$ cat config.mk
export PLATFORM = sky130hd
export DESIGN_NAME = download_flit_assembler
export DESIGN_NICKNAME = d
export VERILOG_FILES = /design/src/rtl/ring_flit_pkg.sv /design/src/rtl/download_datapath.sv /design/src/rtl/download_flit_assembler.sv
export SDC_FILE = /design/constraint.sdc
export NUM_CORES = 1
export LEC_CHECK = 0
export ABC_AREA = 0
export CAP_MARGIN = 20
export CORE_MARGIN = 2
export CORE_UTILIZATION = 40
export DETAILED_ROUTE_END_ITERATION = 8
export MAX_ROUTING_LAYER = met4
export PLACE_DENSITY = 0.69
export RECOVER_POWER = 50
export SLEW_MARGIN = 20
export SYNTH_ARGS = -nofsm -noshare
export SYNTH_HDL_FRONTEND = slang
export SYNTH_SLANG_ARGS = --single-unit
$ cat constraint.sdc
create_clock -name clk -period 4.39 [get_ports clk]
set_input_delay 0.878 -clock clk [delete_from_list [all_inputs] [get_ports clk]]
set_output_delay 0.878 -clock clk [all_outputs]
set_load 0.05 [all_outputs]
$ cat src/rtl/ring_flit_pkg.sv
// Shared ring-NI flit definitions: head field positions, length classes,
// flit indices within a message and the download FSM state encoding.
package ring_flit_pkg;

    localparam int FLIT_W = 16;

    localparam int DEST_HI = 15;
    localparam int DEST_LO = 14;
    localparam int SRC_HI  = 13;
    localparam int SRC_LO  = 12;
    localparam int LEN_HI  = 11;
    localparam int LEN_LO  = 10;

    typedef enum logic [1:0] {
        LEN_HEAD = 2'b00,
        LEN_ADDR = 2'b01,
        LEN_DATA = 2'b10,
        LEN_RSVD = 2'b11
    } len_e;

    localparam logic [3:0] IDX_HEAD   = 4'd0;
    localparam logic [3:0] IDX_ADDRHI = 4'd1;
    localparam logic [3:0] IDX_ADDRLO = 4'd2;
    localparam logic [3:0] IDX_DATA0  = 4'd3;

    typedef enum logic [1:0] {
        IDLE = 2'b00,
        BODY = 2'b01,
        HOLD = 2'b10
    } state_e;

    // Index of the last flit of a message; the reserved class collapses to head-only.
    function automatic logic [3:0] len_to_max(input logic [1:0] len, input int data_flits);
        case (len_e'(len))
            LEN_ADDR: len_to_max = IDX_ADDRLO;
            LEN_DATA: len_to_max = 4'(int'(IDX_ADDRLO) + data_flits);
            default:  len_to_max = IDX_HEAD;
        endcase
    endfunction

endpackage

$ cat src/rtl/download_datapath.sv
// Flit storage for the download path: head/address/data registers, the flit
// counter and the last-index register, steered by strobes from the FSM.
module download_datapath
    import ring_flit_pkg::*;
#(
    parameter int DATA_FLITS = 8
) (
    input  logic                          clk,
    input  logic                          rst,
    input  logic [FLIT_W-1:0]             flit_in,
    input  logic                          head_load,
    input  logic                          flit_load,
    input  logic                          cnt_inc,
    input  logic                          cnt_clr,
    output logic [FLIT_W-1:0]             head_out,
    output logic [FLIT_W-1:0]             addrhi_out,
    output logic [FLIT_W-1:0]             addrlo_out,
    output logic [DATA_FLITS*FLIT_W-1:0]  data_out,
    output logic                          cnt_eq_max
);

    logic [FLIT_W-1:0] head_q, head_d;
    logic [FLIT_W-1:0] addrhi_q, addrhi_d;
    logic [FLIT_W-1:0] addrlo_q, addrlo_d;
    logic [DATA_FLITS-1:0][FLIT_W-1:0] data_q, data_d;
    logic [3:0] cnt_q, cnt_d;
    logic [3:0] max_q, max_d;

    always_comb begin
        // NOTE: every signal gets its hold value first, so no path leaves one unassigned and no latch is inferred.
        head_d   = head_q;
        addrhi_d = addrhi_q;
        addrlo_d = addrlo_q;
        data_d   = data_q;
        cnt_d    = cnt_q;
        max_d    = max_q;

        if (head_load) begin
            // A new head wipes the previous message so short messages read 0 beyond their length.
            head_d   = flit_in;
            addrhi_d = '0;
            addrlo_d = '0;
            data_d   = '0;
            max_d    = len_to_max(flit_in[LEN_HI:LEN_LO], DATA_FLITS);
            cnt_d    = (max_d == IDX_HEAD) ? IDX_HEAD : IDX_ADDRHI;
        end else if (flit_load) begin
            if (cnt_q == IDX_ADDRHI) addrhi_d = flit_in;
            if (cnt_q == IDX_ADDRLO) addrlo_d = flit_in;
            for (int k = 0; k < DATA_FLITS; k++) begin
                if (cnt_q == 4'(int'(IDX_DATA0) + k)) data_d[k] = flit_in;
            end
        end

        if (cnt_clr)      cnt_d = '0;
        else if (cnt_inc) cnt_d = cnt_q + 4'd1;
    end

    always_ff @(posedge clk) begin
        // NOTE: the data array is cleared on reset too; it drives data_out directly and must read 0.
        if (rst) begin
            head_q   <= '0;
            addrhi_q <= '0;
            addrlo_q <= '0;
            data_q   <= '0;
            cnt_q    <= '0;
            max_q    <= '0;
        end else begin
            // NOTE: non-blocking assignments so every flop samples its _d from the same edge.
            head_q   <= head_d;
            addrhi_q <= addrhi_d;
            addrlo_q <= addrlo_d;
            data_q   <= data_d;
            cnt_q    <= cnt_d;
            max_q    <= max_d;
        end
    end

    assign head_out   = head_q;
    assign addrhi_out = addrhi_q;
    assign addrlo_out = addrlo_q;
    assign data_out   = data_q;
    assign cnt_eq_max = (cnt_q == max_q);

endmodule

$ cat src/rtl/download_flit_assembler.sv
// Receive side of the ring-NI flit protocol: reassembles head/addr/data flits
// into one message and offers it to the controller on a valid/ready handshake.
module download_flit_assembler
    import ring_flit_pkg::*;
#(
    parameter logic [1:0] NODE_ID    = 2'b00,
    parameter int         DATA_FLITS = 8
) (
    input  logic                          clk,
    input  logic                          rst,
    input  logic [FLIT_W-1:0]             flit_in,
    input  logic                          flit_in_valid,
    output logic                          flit_in_ready,
    output logic                          msg_valid,
    input  logic                          msg_ready,
    output logic [FLIT_W-1:0]             head_out,
    output logic [FLIT_W-1:0]             addrhi_out,
    output logic [FLIT_W-1:0]             addrlo_out,
    output logic [DATA_FLITS*FLIT_W-1:0]  data_out,
    output logic [1:0]                    msg_len_out,
    output logic                          dest_err,
    output logic                          len_err
);

    state_e state_q, state_d;
    logic   dest_err_q, dest_err_d;
    logic   len_err_q, len_err_d;

    logic   xfer;
    logic   head_load, flit_load, cnt_inc, cnt_clr;
    logic   cnt_eq_max;
    logic   head_only;

    assign flit_in_ready = (state_q == IDLE) || (state_q == BODY);
    assign msg_valid     = (state_q == HOLD);
    assign xfer          = flit_in_valid && flit_in_ready;
    assign head_only     = (len_to_max(flit_in[LEN_HI:LEN_LO], DATA_FLITS) == IDX_HEAD);

    always_comb begin
        state_d    = state_q;
        head_load  = 1'b0;
        flit_load  = 1'b0;
        cnt_inc    = 1'b0;
        cnt_clr    = 1'b0;
        dest_err_d = 1'b0;
        len_err_d  = 1'b0;

        case (state_q)
            IDLE: begin
                if (xfer) begin
                    head_load  = 1'b1;
                    dest_err_d = (flit_in[DEST_HI:DEST_LO] != NODE_ID);
                    len_err_d  = (flit_in[LEN_HI:LEN_LO] == LEN_RSVD);
                    state_d    = head_only ? HOLD : BODY;
                end
            end
            BODY: begin
                if (xfer) begin
                    flit_load = 1'b1;
                    // The last flit leaves cnt at max, so it never runs past the message.
                    if (cnt_eq_max) state_d = HOLD;
                    else            cnt_inc = 1'b1;
                end
            end
            HOLD: begin
                if (msg_ready) begin
                    cnt_clr = 1'b1;
                    state_d = IDLE;
                end
            end
            default: state_d = IDLE;
        endcase
    end

    always_ff @(posedge clk) begin
        if (rst) begin
            state_q    <= IDLE;
            dest_err_q <= 1'b0;
            len_err_q  <= 1'b0;
        end else begin
            state_q    <= state_d;
            dest_err_q <= dest_err_d;
            len_err_q  <= len_err_d;
        end
    end

    assign dest_err    = dest_err_q;
    assign len_err     = len_err_q;
    assign msg_len_out = head_out[LEN_HI:LEN_LO];

    download_datapath #(
        .DATA_FLITS (DATA_FLITS)
    ) u_datapath (
        .clk        (clk),
        .rst        (rst),
        .flit_in    (flit_in),
        .head_load  (head_load),
        .flit_load  (flit_load),
        .cnt_inc    (cnt_inc),
        .cnt_clr    (cnt_clr),
        .head_out   (head_out),
        .addrhi_out (addrhi_out),
        .addrlo_out (addrlo_out),
        .data_out   (data_out),
        .cnt_eq_max (cnt_eq_max)
    );

endmodule

After elaboration in Yosys (flattened, before gate mapping):

Cells that the tools add are included.

* bitwise gates (word level): 2
* add/subtract/negate cells: 1
* mux-type cells: 19
* equality and inequality tests: 20
* reduce and logical (&&, ||, !) cells: 21

Operators by type and width (number)
* $reduce_and A2 Y1: 10
* $eq A4 B3 Y1 const B: 4
* $eq A4 B4 Y1 const B: 3
* $mux W4: 3
* $mux W2: 5
* $mux W1: 9
* $eq A4 B2 Y1 const B: 2
* $logic_not A4 Y1: 2
* $pmux W4 S2: 1
* $eq A2 B2 Y1 const B: 3
* $ne A2 B2 Y1 const B: 3
* $pmux W2 S3: 1
* $add A4 B1 Y4 const B: 1
* $eq A2 B1 Y1 const B: 2
* $eq A4 B1 Y1 const B: 1
* $eq A4 B4 Y1: 1
* $reduce_and A4 Y1: 1
* $reduce_bool A2 Y1: 2
* $reduce_or A2 Y1: 2
* $reduce_or A3 Y1: 1
* $logic_not A2 Y1: 1
* $ne A2 B1 Y1 const B: 1
* $not A1 Y1: 2
* $logic_and A1 B1 Y1: 1
* $logic_or A1 B1 Y1: 1

* bits of input ports: 20
* output and inout bits: 182
* register bits after elaboration: 188

Logic depth before layout (Yosys ltp):

Gate-level depths: netlist of run 1.

* depth after elaboration: 10
* gate-level depth with buffers: 8
* mapped depth without buffers: 6

By module:

From an unflattened synthesis of run 1, not the netlist that was laid out.

* cell total of the unflattened synthesis: 852
* area, all modules: 7490.9 µm²

Modules (own cells, without submodules)
* download_datapath: times used 1, area each 7230.7 µm², cells each 825, seq. area each 3643.5 µm²
* download_flit_assembler: times used 1, area each 260.2 µm², cells each 27, seq. area each 80.1 µm²

Worst setup path before layout of run 1:

OpenSTA, ideal clock, no wires.

* kind: flip-flop to output port
* from: register state_q[1]
* to: output msg_valid
* data required time: 3.512 ns
* stages on the path, launching flop included: 4
* setup slack: 2.034 ns
* data arrival time: 1.478 ns
* buffers on the path: 1
* cell sequence: dfxtp_1 -> buf_2 -> inv_1 -> nor2_1

* longest elaborated chain between the ends: 1

RTL lines
* start: declaration: RTL line download_flit_assembler.sv:25 `state_e state_q, state_d;`
* start signal: assignment: RTL line download_flit_assembler.sv:81 `state_q <= state_d;`
* $eq A2 B2 Y1: RTL line download_flit_assembler.sv:35 `assign msg_valid = (state_q == HOLD);`
* end: declaration: RTL line download_flit_assembler.sv:14 `output logic msg_valid,`

Every way passes these cells.

Final worst setup path of run 1:

* from: input flit_in_valid
* to: register u_datapath.data_q, in the netlist u_datapath.data_out[114]

* longest elaborated chain between the ends: 4
* elaborated cells between the ends (all ways): 6
* classes of those cells: mux: 3; reduce/logical: 3

RTL lines
* start: declaration: RTL line download_flit_assembler.sv:12 `input logic flit_in_valid,`
* $logic_and A1 B1 Y1 *: RTL line download_flit_assembler.sv:36 `assign xfer = flit_in_valid && flit_in_ready;`
* $mux W1 *: RTL line download_flit_assembler.sv:50, download_flit_assembler.sv:58
* $mux W1: RTL line download_flit_assembler.sv:48 `case (state_q)`
* $reduce_and A2 Y1 (no line) or $reduce_or A2 Y1 (tied branches)
* end signal: assignment: RTL line download_datapath.sv:72 `data_q <= data_d;`
* end: declaration: RTL line download_datapath.sv:25 `logic [DATA_FLITS-1:0][FLIT_W-1:0] data_q, data_d;`

Every way passes the cells marked *; elsewhere a longest branch is shown, timed or not.
A chain may end at the register's enable or synchronous reset.

==> impl_metrics.env, run 1 <==
export IMPL_met2_usage=0.377
export IMPL_grt_max_degree=57
export IMPL_antenna_found_initial=0
export IMPL_die_y_um=135
export IMPL_rows=47
export IMPL_top_usage_layer="met2"
export IMPL_relSlewSlack=0.174
export IMPL_min_from="u_datapath.addrhi_out[9]$_SDFFE_PP0P_"
export IMPL_start_kind="primary input"
export IMPL_multiInputGateArea_um2=2790
export IMPL_ioPinCount=202
export IMPL_synthesis_nets=897
export IMPL_ir_worst_vdd_uv=269
export IMPL_whs_endpoint="u_datapath.addrhi_out[9]$_SDFFE_PP0P_"
export IMPL_synth_commonest_cells="nand2_1, dfxtp_1, a21oi_1"
export IMPL_whs_ns=0.449
export IMPL_area_delta_synth_final_pct=37.7
export IMPL_grt_pass1_vias=5571
export IMPL_buffer_ports_inserted=201
export IMPL_pre_cts_ws_ns=1.12
export IMPL_synth_cells=871
export IMPL_fin_nets=1061
export IMPL_grt_use_met1=0.315
export IMPL_tightestPinTransition_ns=1.23
export IMPL_crit_path_end_kind="flip-flop"
export IMPL_drive_above_1_share=0.0507
export IMPL_grt_usage=0.246
export IMPL_status="finished clean"
export IMPL_setup_viol=0
export IMPL_vias=6338
export IMPL_cts_hold_buffers=0
export IMPL_hp_class="flip-flop to flip-flop"
export IMPL_cts_buffer_depth=2
export IMPL_regToRegSetupSlack_ns=2.23
export IMPL_reg2reg_depth=4
export IMPL_regArea_um2=3720
export IMPL_wl_um=21800
export IMPL_yosysMostFrequentCell="nand2_1"
export IMPL_drv_slew=0
export IMPL_period_needed_ns=3.30
export IMPL_met3_usage=0.0758
export IMPL_cts_sinks=186
export IMPL_dr_pass1_iters=4
export IMPL_routabilityCongestion=0.848
export IMPL_initial_core_util=0.411
export IMPL_path_class="primary input to flip-flop"
export IMPL_dp_hpwl_um=14000
export IMPL_synth_edff_count=0
export IMPL_cts_repair_resize_count=0
export IMPL_async_flop_share=0
export IMPL_ys_warn_count=0
export IMPL_cts_clk_slew_worst_paths_ns=0.07
export IMPL_period_share=0.751
export IMPL_die_w_um=135
export IMPL_grt_pass1_wl_um=32700
export IMPL_drv_cap=0
export IMPL_antenna_left=0
export IMPL_syn_area_um2=6870
export IMPL_p_leak_nw=3.61
export IMPL_insertion_delay_ns=0.44
export IMPL_drtIter0Drc=498
export IMPL_rsz0062_at_grt="false"
export IMPL_synthFlopType="dfxtp_1"
export IMPL_coreArea_um2=16700
export IMPL_drcViolationCount=0
export IMPL_globalRouteOverflowTotal=0
export IMPL_finalSetupTns_ns=0
export IMPL_cts_tree="done"
export IMPL_root_buffer="clkbuf_16"
export IMPL_cts_setup_buffers=0
export IMPL_hold_viol=0
export IMPL_htree_levels=4
export IMPL_arrival_ns=3.61
export IMPL_crit_reg2reg_launch="state_q[1]$_SDFFE_PP0P_"
export IMPL_fp_dieArea_um2=18200
export IMPL_critical_path_required_ns=4.70
export IMPL_fmax_mhz=303
export IMPL_yosysSeqAreaShare=0.542
export IMPL_synth_top_area_frac=0.542
export IMPL_syn_area_per_cell_um2=7.89
export IMPL_crit_fanout=53
export IMPL_vias_per_cell=5.01
export IMPL_hold_depth=2
export IMPL_power_density_nw_per_um2=368
export IMPL_skew_ns=0.0127
export IMPL_setup_ws_ns=1.09
export IMPL_yosysTopAreaCell="dfxtp_1"
export IMPL_timing_rr_end="u_datapath.max_q[1]$_SDFFE_PP0P_"
export IMPL_cts_made_buffers=17
export IMPL_stdcell_count=1265
export IMPL_fill_cells=1546
export IMPL_ys_types=40
export IMPL_antenna_cells=0
export IMPL_dp_cells=1236
export IMPL_synthTopCellsByArea="dfxtp_1, nand2_1, a21oi_1, buf_2, clkbuf_1"
export IMPL_avgRoutedWirePerCell_um=17.3
export IMPL_ys_ff_latch=186
-- how the worst max path moves through the flow --
stage / from / end / slack [ns]
floorplan: state_q[1]$_SDFFE_PP0P_ / msg_valid / 2.03
global placement: flit_in_valid / u_datapath.data_out[120]$_SDFFE_PP0P_ / 1.16
detailed placement: flit_in_valid / u_datapath.data_out[112]$_SDFFE_PP0P_ / 1.12
CTS: state_q[1]$_SDFFE_PP0P_ / msg_valid / 1.44
global route: flit_in_valid / u_datapath.head_out[8]$_SDFFE_PP0P_ / 0.88
finish: flit_in_valid / u_datapath.data_out[114]$_SDFFE_PP0P_ / 1.09
-- sequential cells by signal (all words and copies together) (netlist names) --
register	cells
u_datapath.cnt_q	4
u_datapath.addrlo_out	16
len_err	1
state_q	2
u_datapath.addrhi_out	16
u_datapath.data_out	128
u_datapath.head_out	16
u_datapath.max_q	2
dest_err	1
-- critical path: stages --
cell and delay [ns]:
dlygate4sd3_1 0.52, clkbuf_1 0.54, nor2b_1 0.31, nand2b_1 0.08
buf_4 0.21, nand2b_4 0.53, buf_4 0.42, a21oi_1 0.08
-- placed cells by master (no fill, tap or decap), types with 2 or more instances in the layout --
master	count
a211oi_1	2
a21oi_1	178
a21oi_2	2
and4bb_2	2
buf_4	12
clkbuf_16	17
clkdlybuf4s50_1	42
clkinv_2	4
clkinv_4	2
clkinvlp_4	2
dfxtp_1	186
dlygate4sd3_1	159
ha_1	6
inv_1	4
inv_6	2
nand2_1	361
nand2b_1	2
nand3_1	11
nand4bb_1	2
nor2_1	11
nor2_4	2
nor2b_1	3
nor3_1	5
o21ai_0	3
xor2_1	2
-- logic make-up after synthesis --
group | share of synthesized area
simple gates | 0.244
mux | 0.00146
buf+inv | 0.0535
xor+xnor | 0.00255
flops | 0.542
fa+ha+maj | 0.0109
compound gates | 0.146
-- report_power, final --
group | switching [mW] | internal, mW
registers | 0.0206 | 1.71
clock network | 0.656 | 0.787
logic | 0.227 | 0.0840
-- metal layers --
layer | part of all wire | up-vias
met5 | 0 | -
met4 | 0.010 | 0
met3 | 0.089 | 19
met2 | 0.46 | 224
met1 | 0.44 | 2963
li1 | - | 3132
-- cell type report --
| cell class | count | area share |
|---|---|---|
| inverters | 4 | 0.00159 |
| flip-flops and latches | 186 | 0.393 |
| multi-input cells | 611 | 0.294 |
| clock inverters | 11 | 0.0106 |
| clock buffers | 18 | 0.0464 |
| repair buffers | 215 | 0.225 |
| well taps | 220 | 0.0291 |
-- per-stage QoR --
step	power, mW	cell area [um^2]	utilization
global placement	2.08	8930	0.535
finish	3.48	9460	0.567
CTS	3.50	9470	0.567
detailed placement	2.08	8930	0.535
floorplan	1.97	6870	-
global route	3.59	9460	0.567
(Power assumes the default switching activity.)
==> run 2, diff against run 1 <==
Settings changed: PLACE_DENSITY 0.69 to 0.72.
Clock period 4.39 ns to 2.8 ns, I/O delays scaled along.
==> run 2 against run 1 <==
Sequential share of layout area shrank 0.64 points. Final area up 1.7%. Hold slack improved by 0.0038 ns. Critical path depth fell by 5.
==> impl_metrics.env, run 2 (same netlist as run 1, synthesis figures left out) <==
export IMPL_htree_levels=4
export IMPL_worstSetupStartpoint="state_q[1]$_SDFFE_PP0P_"
export IMPL_p_leak_nw=3.12
export IMPL_drtIter0Drc=431
export IMPL_skew_ns=0.0137
export IMPL_antenna_left=0
export IMPL_arrival_ns=2.08
export IMPL_drive_above_1_share=0.0623
export IMPL_area_delta_synth_final_pct=40.0
export IMPL_fill_cells=1544
export IMPL_cts_setup_buffers=0
export IMPL_final_core_utilization=0.576
export IMPL_die_w_um=135
export IMPL_root_buffer="clkbuf_16"
export IMPL_mostFrequentLayoutCells="nand2_1, clkdlybuf4s50_1, dfxtp_1"
export IMPL_critical_path_required_ns=2.24
export IMPL_cts_made_buffers=17
export IMPL_crit_fanout=12
export IMPL_fin_nets=1072
export IMPL_drcViolationCount=0
export IMPL_cts_repair_resize_count=0
export IMPL_tightestPinTransition_ns=0.894
export IMPL_reg2reg_depth=5
export IMPL_rows=47
export IMPL_timing_rr_end="u_datapath.data_out[12]$_SDFFE_PP0P_"
export IMPL_grt_pass1_wl_um=33000
export IMPL_buffer_ports_inserted=201
export IMPL_cts_hold_buffers=0
export IMPL_hp_class="flip-flop to flip-flop"
export IMPL_path_class="flip-flop to primary output"
export IMPL_cts_clk_slew_worst_paths_ns=0.07
export IMPL_initial_core_util=0.411
export IMPL_coreArea_um2=16700
export IMPL_finalSetupTns_ns=0
export IMPL_largest_reg_flops=128
export IMPL_start_kind="flip-flop"
export IMPL_ir_worst_vdd_uv=399
export IMPL_routabilityCongestion=0.846
export IMPL_avgRoutedWirePerCell_um=17.2
export IMPL_fmax_mhz=379
export IMPL_dp_hpwl_um=14100
export IMPL_pre_cts_ws_ns=0.460
export IMPL_grt_pass1_vias=5620
export IMPL_grt_max_degree=56
export IMPL_fin_area_um2=9620
export IMPL_status="finished clean"
export IMPL_final_common_cell="nand2_1"
export IMPL_cts_tree="done"
export IMPL_fp_dieArea_um2=18200
export IMPL_placed_area_um2=9040
export IMPL_drv_slew=0
export IMPL_period_share=0.943
export IMPL_grt_usage=0.247
export IMPL_crit_reg2reg_launch="state_q[0]$_SDFFE_PP0P_"
export IMPL_regToRegSetupSlack_ns=0.80
export IMPL_wl_um=22000
export IMPL_crit_path_end="msg_valid"
export IMPL_die_y_um=135
export IMPL_relSlewSlack=0.404
export IMPL_antenna_cells=0
export IMPL_setup_viol=0
export IMPL_power_mw=5.67
export IMPL_dp_cells=1247
export IMPL_cts_sinks=186
export IMPL_whs_ns=0.453
export IMPL_vias_per_cell=5.03
export IMPL_rsz0062_at_grt="false"
export IMPL_vias=6429
export IMPL_stdcell_count=1279
export IMPL_hold_viol=0
export IMPL_cts_buffer_depth=2
export IMPL_drv_cap=0
export IMPL_antenna_found_initial=0
export IMPL_crit_path_end_kind="primary output"
export IMPL_power_density_nw_per_um2=589
export IMPL_regArea_um2=3720
export IMPL_globalRouteOverflowTotal=0
export IMPL_dr_pass1_iters=5
export IMPL_ioPinCount=202
export IMPL_setup_ws_ns=0.159
export IMPL_period_needed_ns=2.64
export IMPL_multiInputGateArea_um2=2770
export IMPL_insertion_delay_ns=0.43
[run 2: how the worst min path moves through the flow]
stage	start	to	slack (ns)	depth (start not counted)
final	u_datapath.data_out[31]$_SDFFE_PP0P_	u_datapath.data_out[31]$_SDFFE_PP0P_	0.45	2
after global routing	u_datapath.data_out[14]$_SDFFE_PP0P_	u_datapath.data_out[14]$_SDFFE_PP0P_	0.47	2
after CTS	u_datapath.data_out[95]$_SDFFE_PP0P_	u_datapath.data_out[95]$_SDFFE_PP0P_	0.45	2
after detailed placement	u_datapath.data_out[95]$_SDFFE_PP0P_	u_datapath.data_out[95]$_SDFFE_PP0P_	0.45	2
after global placement	u_datapath.data_out[31]$_SDFFE_PP0P_	u_datapath.data_out[31]$_SDFFE_PP0P_	0.44	2
after floorplan	u_datapath.max_q[3]$_SDFFE_PP0P_	u_datapath.max_q[3]$_SDFFE_PP0P_	0.45	2
[run 2: where the power goes]
part | switching [mW] | internal [mW] | total (mW)
combinational | 0.368 | 0.154 | 0.523
sequential | 0.0271 | 2.68 | 2.70
clock | 1.01 | 1.44 | 2.45
total | 1.40 | 4.27 | 5.67
[run 2: layout make-up]
type / count / share of cell area
inverter: 4 / 0.00156
timing repair buffer: 226 / 0.231
tap: 220 / 0.0286
sequential: 186 / 0.387
clock buffer: 23 / 0.0518
multi-input combinational: 611 / 0.288
clock inverter: 9 / 0.0113
[run 2: per-layer routing]
layer	vias up	GRT usage	share of wire
met1	2994	0.332	0.44
met3	25	0.0668	0.083
li1	3168	-	-
met2	242	0.365	0.46
met4	0	0.0741	0.015
met5	-	-	0
[run 2: worst max-delay path, stage by stage (launching register included)]
cell	delay, ns
dfxtp_1	0.56
inv_1	0.13
nor2_1	0.14
clkdlybuf4s50_1	0.83
==> run 3, diff against run 2 <==
Settings changed: PLACE_DENSITY 0.72 to 0.71, SYNTH_HIERARCHICAL from default to 1.
==> run 3 against run 2 <==
Die area is 8.7% higher. Setup slack gained 0.15 ns. Global-route usage is 1.8 points lower. Hold slack improved by 0.00069 ns. Via count fell by 0.90%. Synthesized cell count shrank 2.2%. First-iteration DRC count down 5.6%. Fmax grew 6.0%. Sequential cell count is the same. Clock-buffer cell count down 3.
==> impl_metrics.env, run 3 <==
export IMPL_setup_viol=0
export IMPL_cts_made_buffers=17
export IMPL_drcViolationCount=0
export IMPL_dr_pass1_iters=5
export IMPL_syn_area_um2=7490
export IMPL_die_y_um=141
export IMPL_power_frac_clock=0.426
export IMPL_root_buffer="clkbuf_16"
export IMPL_ioPinCount=202
export IMPL_synthTopCellsByArea="dfxtp_1, nand2_1, a21oi_1, a21oi_2, buf_6"
export IMPL_p_leak_nw=3.38
export IMPL_critical_path_required_ns=3.15
export IMPL_min_from="u_datapath/data_out[6]$_SDFFE_PP0P_"
export IMPL_grt_max_degree=29
export IMPL_drv_slew=0
export IMPL_reg2reg_depth=6
export IMPL_synth_edff_count=0
export IMPL_vias=6371
export IMPL_tightestPinTransition_ns=1.11
export IMPL_wl_um=22200
export IMPL_dp_cells=1234
export IMPL_coreArea_um2=18500
export IMPL_drv_cap=0
export IMPL_insertion_delay_ns=0.44
export IMPL_period_share=0.890
export IMPL_synth_cells=852
export IMPL_cts_tree="done"
export IMPL_dp_hpwl_um=14600
export IMPL_synth_top_area_frac=0.497
export IMPL_regToRegSetupSlack_ns=0.48
export IMPL_hold_viol=0
export IMPL_syn_area_per_cell_um2=8.79
export IMPL_skew_ns=0.0149
export IMPL_fill_cells=1761
export IMPL_cts_repair_resize_count=0
export IMPL_final_core_utilization=0.530
export IMPL_yosysSeqAreaShare=0.497
export IMPL_p_switching_mw=1.43
export IMPL_wl_met3_um=1550
export IMPL_power_density_nw_per_um2=564
export IMPL_drive_above_1_share=0.0960
export IMPL_setup_ws_ns=0.308
export IMPL_fmax_mhz=401
export IMPL_seqPwrFrac=0.487
export IMPL_worstSetupStartpoint="flit_in_valid"
export IMPL_relSlewSlack=0.261
export IMPL_cts_setup_buffers=0
export IMPL_synthFlopType="dfxtp_1"
export IMPL_cts_clk_slew_worst_paths_ns=0.07
export IMPL_synth_commonest_cells="nand2_1, dfxtp_1, a21oi_1"
export IMPL_antenna_found_initial=0
export IMPL_cts_sinks=186
export IMPL_grt_usage=0.229
export IMPL_stdcell_count=1265
export IMPL_switching_share=0.258
export IMPL_crit_fanout=20
export IMPL_htree_levels=4
export IMPL_cts_buffer_depth=2
export IMPL_top_layer="met4"
export IMPL_largest_reg_flops=128
export IMPL_die_w_um=141
export IMPL_wl_met2_um=10600
export IMPL_ir_worst_vdd_uv=412
export IMPL_crit_reg2reg_launch="state_q[0]$_SDFFE_PP0P_"
export IMPL_timing_rr_end="u_datapath/addrlo_out[13]$_SDFFE_PP0P_"
export IMPL_combinationalPowerShare=0.087
export IMPL_hp_class="flip-flop to flip-flop"
export IMPL_synthesis_nets=878
export IMPL_antenna_left=0
export IMPL_async_flop_share=0
export IMPL_whs_endpoint="u_datapath/data_out[6]$_SDFFE_PP0P_"
export IMPL_buffer_ports_inserted=201
export IMPL_pre_cts_ws_ns=0.369
export IMPL_start_kind="primary input"
export IMPL_placed_area_um2=9390
export IMPL_ys_warn_count=6
export IMPL_routabilityCongestion=0.796
export IMPL_wl_met1_um=9840
export IMPL_crit_path_end_kind="flip-flop"
export IMPL_area_delta_synth_final_pct=31.0
export IMPL_rows=50
export IMPL_internal_power_mw=4.11
export IMPL_yosysMostFrequentCell="nand2_1"
export IMPL_initial_core_util=0.405
export IMPL_grt_pass1_wl_um=33600
export IMPL_path_class="primary input to flip-flop"
export IMPL_multiInputGateArea_um2=2980
export IMPL_regArea_um2=3720
export IMPL_rsz0062_at_grt="false"
export IMPL_arrival_ns=2.85
export IMPL_drtIter0Drc=407
export IMPL_grt_pass1_vias=5801
export IMPL_fin_nets=1045
export IMPL_status="finished clean"
export IMPL_period_needed_ns=2.49
export IMPL_globalRouteOverflowTotal=0
export IMPL_mostFrequentLayoutCells="nand2_1, clkdlybuf4s50_1, dfxtp_1"
export IMPL_vias_per_cell=5.04
export IMPL_antenna_cells=0
export IMPL_ys_types=43
export IMPL_yosysTopAreaCell="dfxtp_1"
export IMPL_fin_area_um2=9810
export IMPL_ys_ff_latch=186
export IMPL_finalSetupTns_ns=0
export IMPL_final_common_cell="nand2_1"
export IMPL_cts_hold_buffers=0
export IMPL_avgRoutedWirePerCell_um=17.5
export IMPL_fp_dieArea_um2=19800
export IMPL_hold_depth=2
run 3: cell count changes in the layout (fill, tap and decap cells not counted), sizes merged, moves of 3 or more:
cell    change
nand2      -39
mux2i      +17
a21oi      -16
nand3      -10
and4b       +7
nand4b      +7
nor2        +7
buf         -4
clkbuf      +4
inv         +3
nor4        +3
run 3: power groups by stage:
stage	combinational [mW]	clock (mW)	sequential (mW)
floorplan	0.274	0	2.82
global placement	0.512	0	2.76
detailed placement	0.514	0	2.76
CTS	0.515	2.39	2.70
global route	0.507	2.50	2.70
finish	0.481	2.36	2.70
run 3: cell families after synthesis:
group                    synth area share
AND/OR/NAND/NOR                     0.236
flip-flops                          0.497
AO/OA/AOI/OAI                       0.132
buffers and inverters              0.0979
multiplexers                       0.0241
adder cells (fa/ha/maj)            0.0100
XOR/XNOR                          0.00234
run 3: worst max path at each step:
stage | endpoint | slack (ns)
floorplan | u_datapath/cnt_q[0]$_SDFFE_PP0P_ | 0.94
global placement | u_datapath/data_out[7]$_SDFFE_PP0P_ | 0.40
detailed placement | u_datapath/addrlo_out[13]$_SDFFE_PP0P_ | 0.37
CTS | msg_valid | 0.30
global route | u_datapath/addrlo_out[3]$_SDFFE_PP0P_ | 0.13
finish | u_datapath/addrlo_out[13]$_SDFFE_PP0P_ | 0.31
run 3: area by class of cell:
class	instances	area share
well taps	234	0.0298
multi-input cells	580	0.304
repair buffers	230	0.227
flip-flops and latches	186	0.380
clock buffers	20	0.0466
clock inverters	11	0.0114
inverters	4	0.00153
run 3: critical path, cell delays in order:
cell	delay [ns]
dlygate4sd3_1	0.61
nand2_1	0.09
nor2_1	0.11
clkbuf_2	0.45
and4bb_1	0.71
nand2_1	0.12
a21oi_1	0.18
run 3: routing by layer:
metal	vias up	track usage
met2	229	0.364
met5	-	-
met3	19	0.0496
li1	3097	-
met1	3026	0.301
met4	0	0.0526
run 3: stage by stage:
stage	power [mW]	hold WS, ns
2_1_floorplan	3.10	0.465
3_3_place_gp	3.27	0.440
3_5_place_dp	3.27	0.445
4_1_cts	5.60	0.454
5_1_grt	5.71	0.472
6_report	5.53	0.454
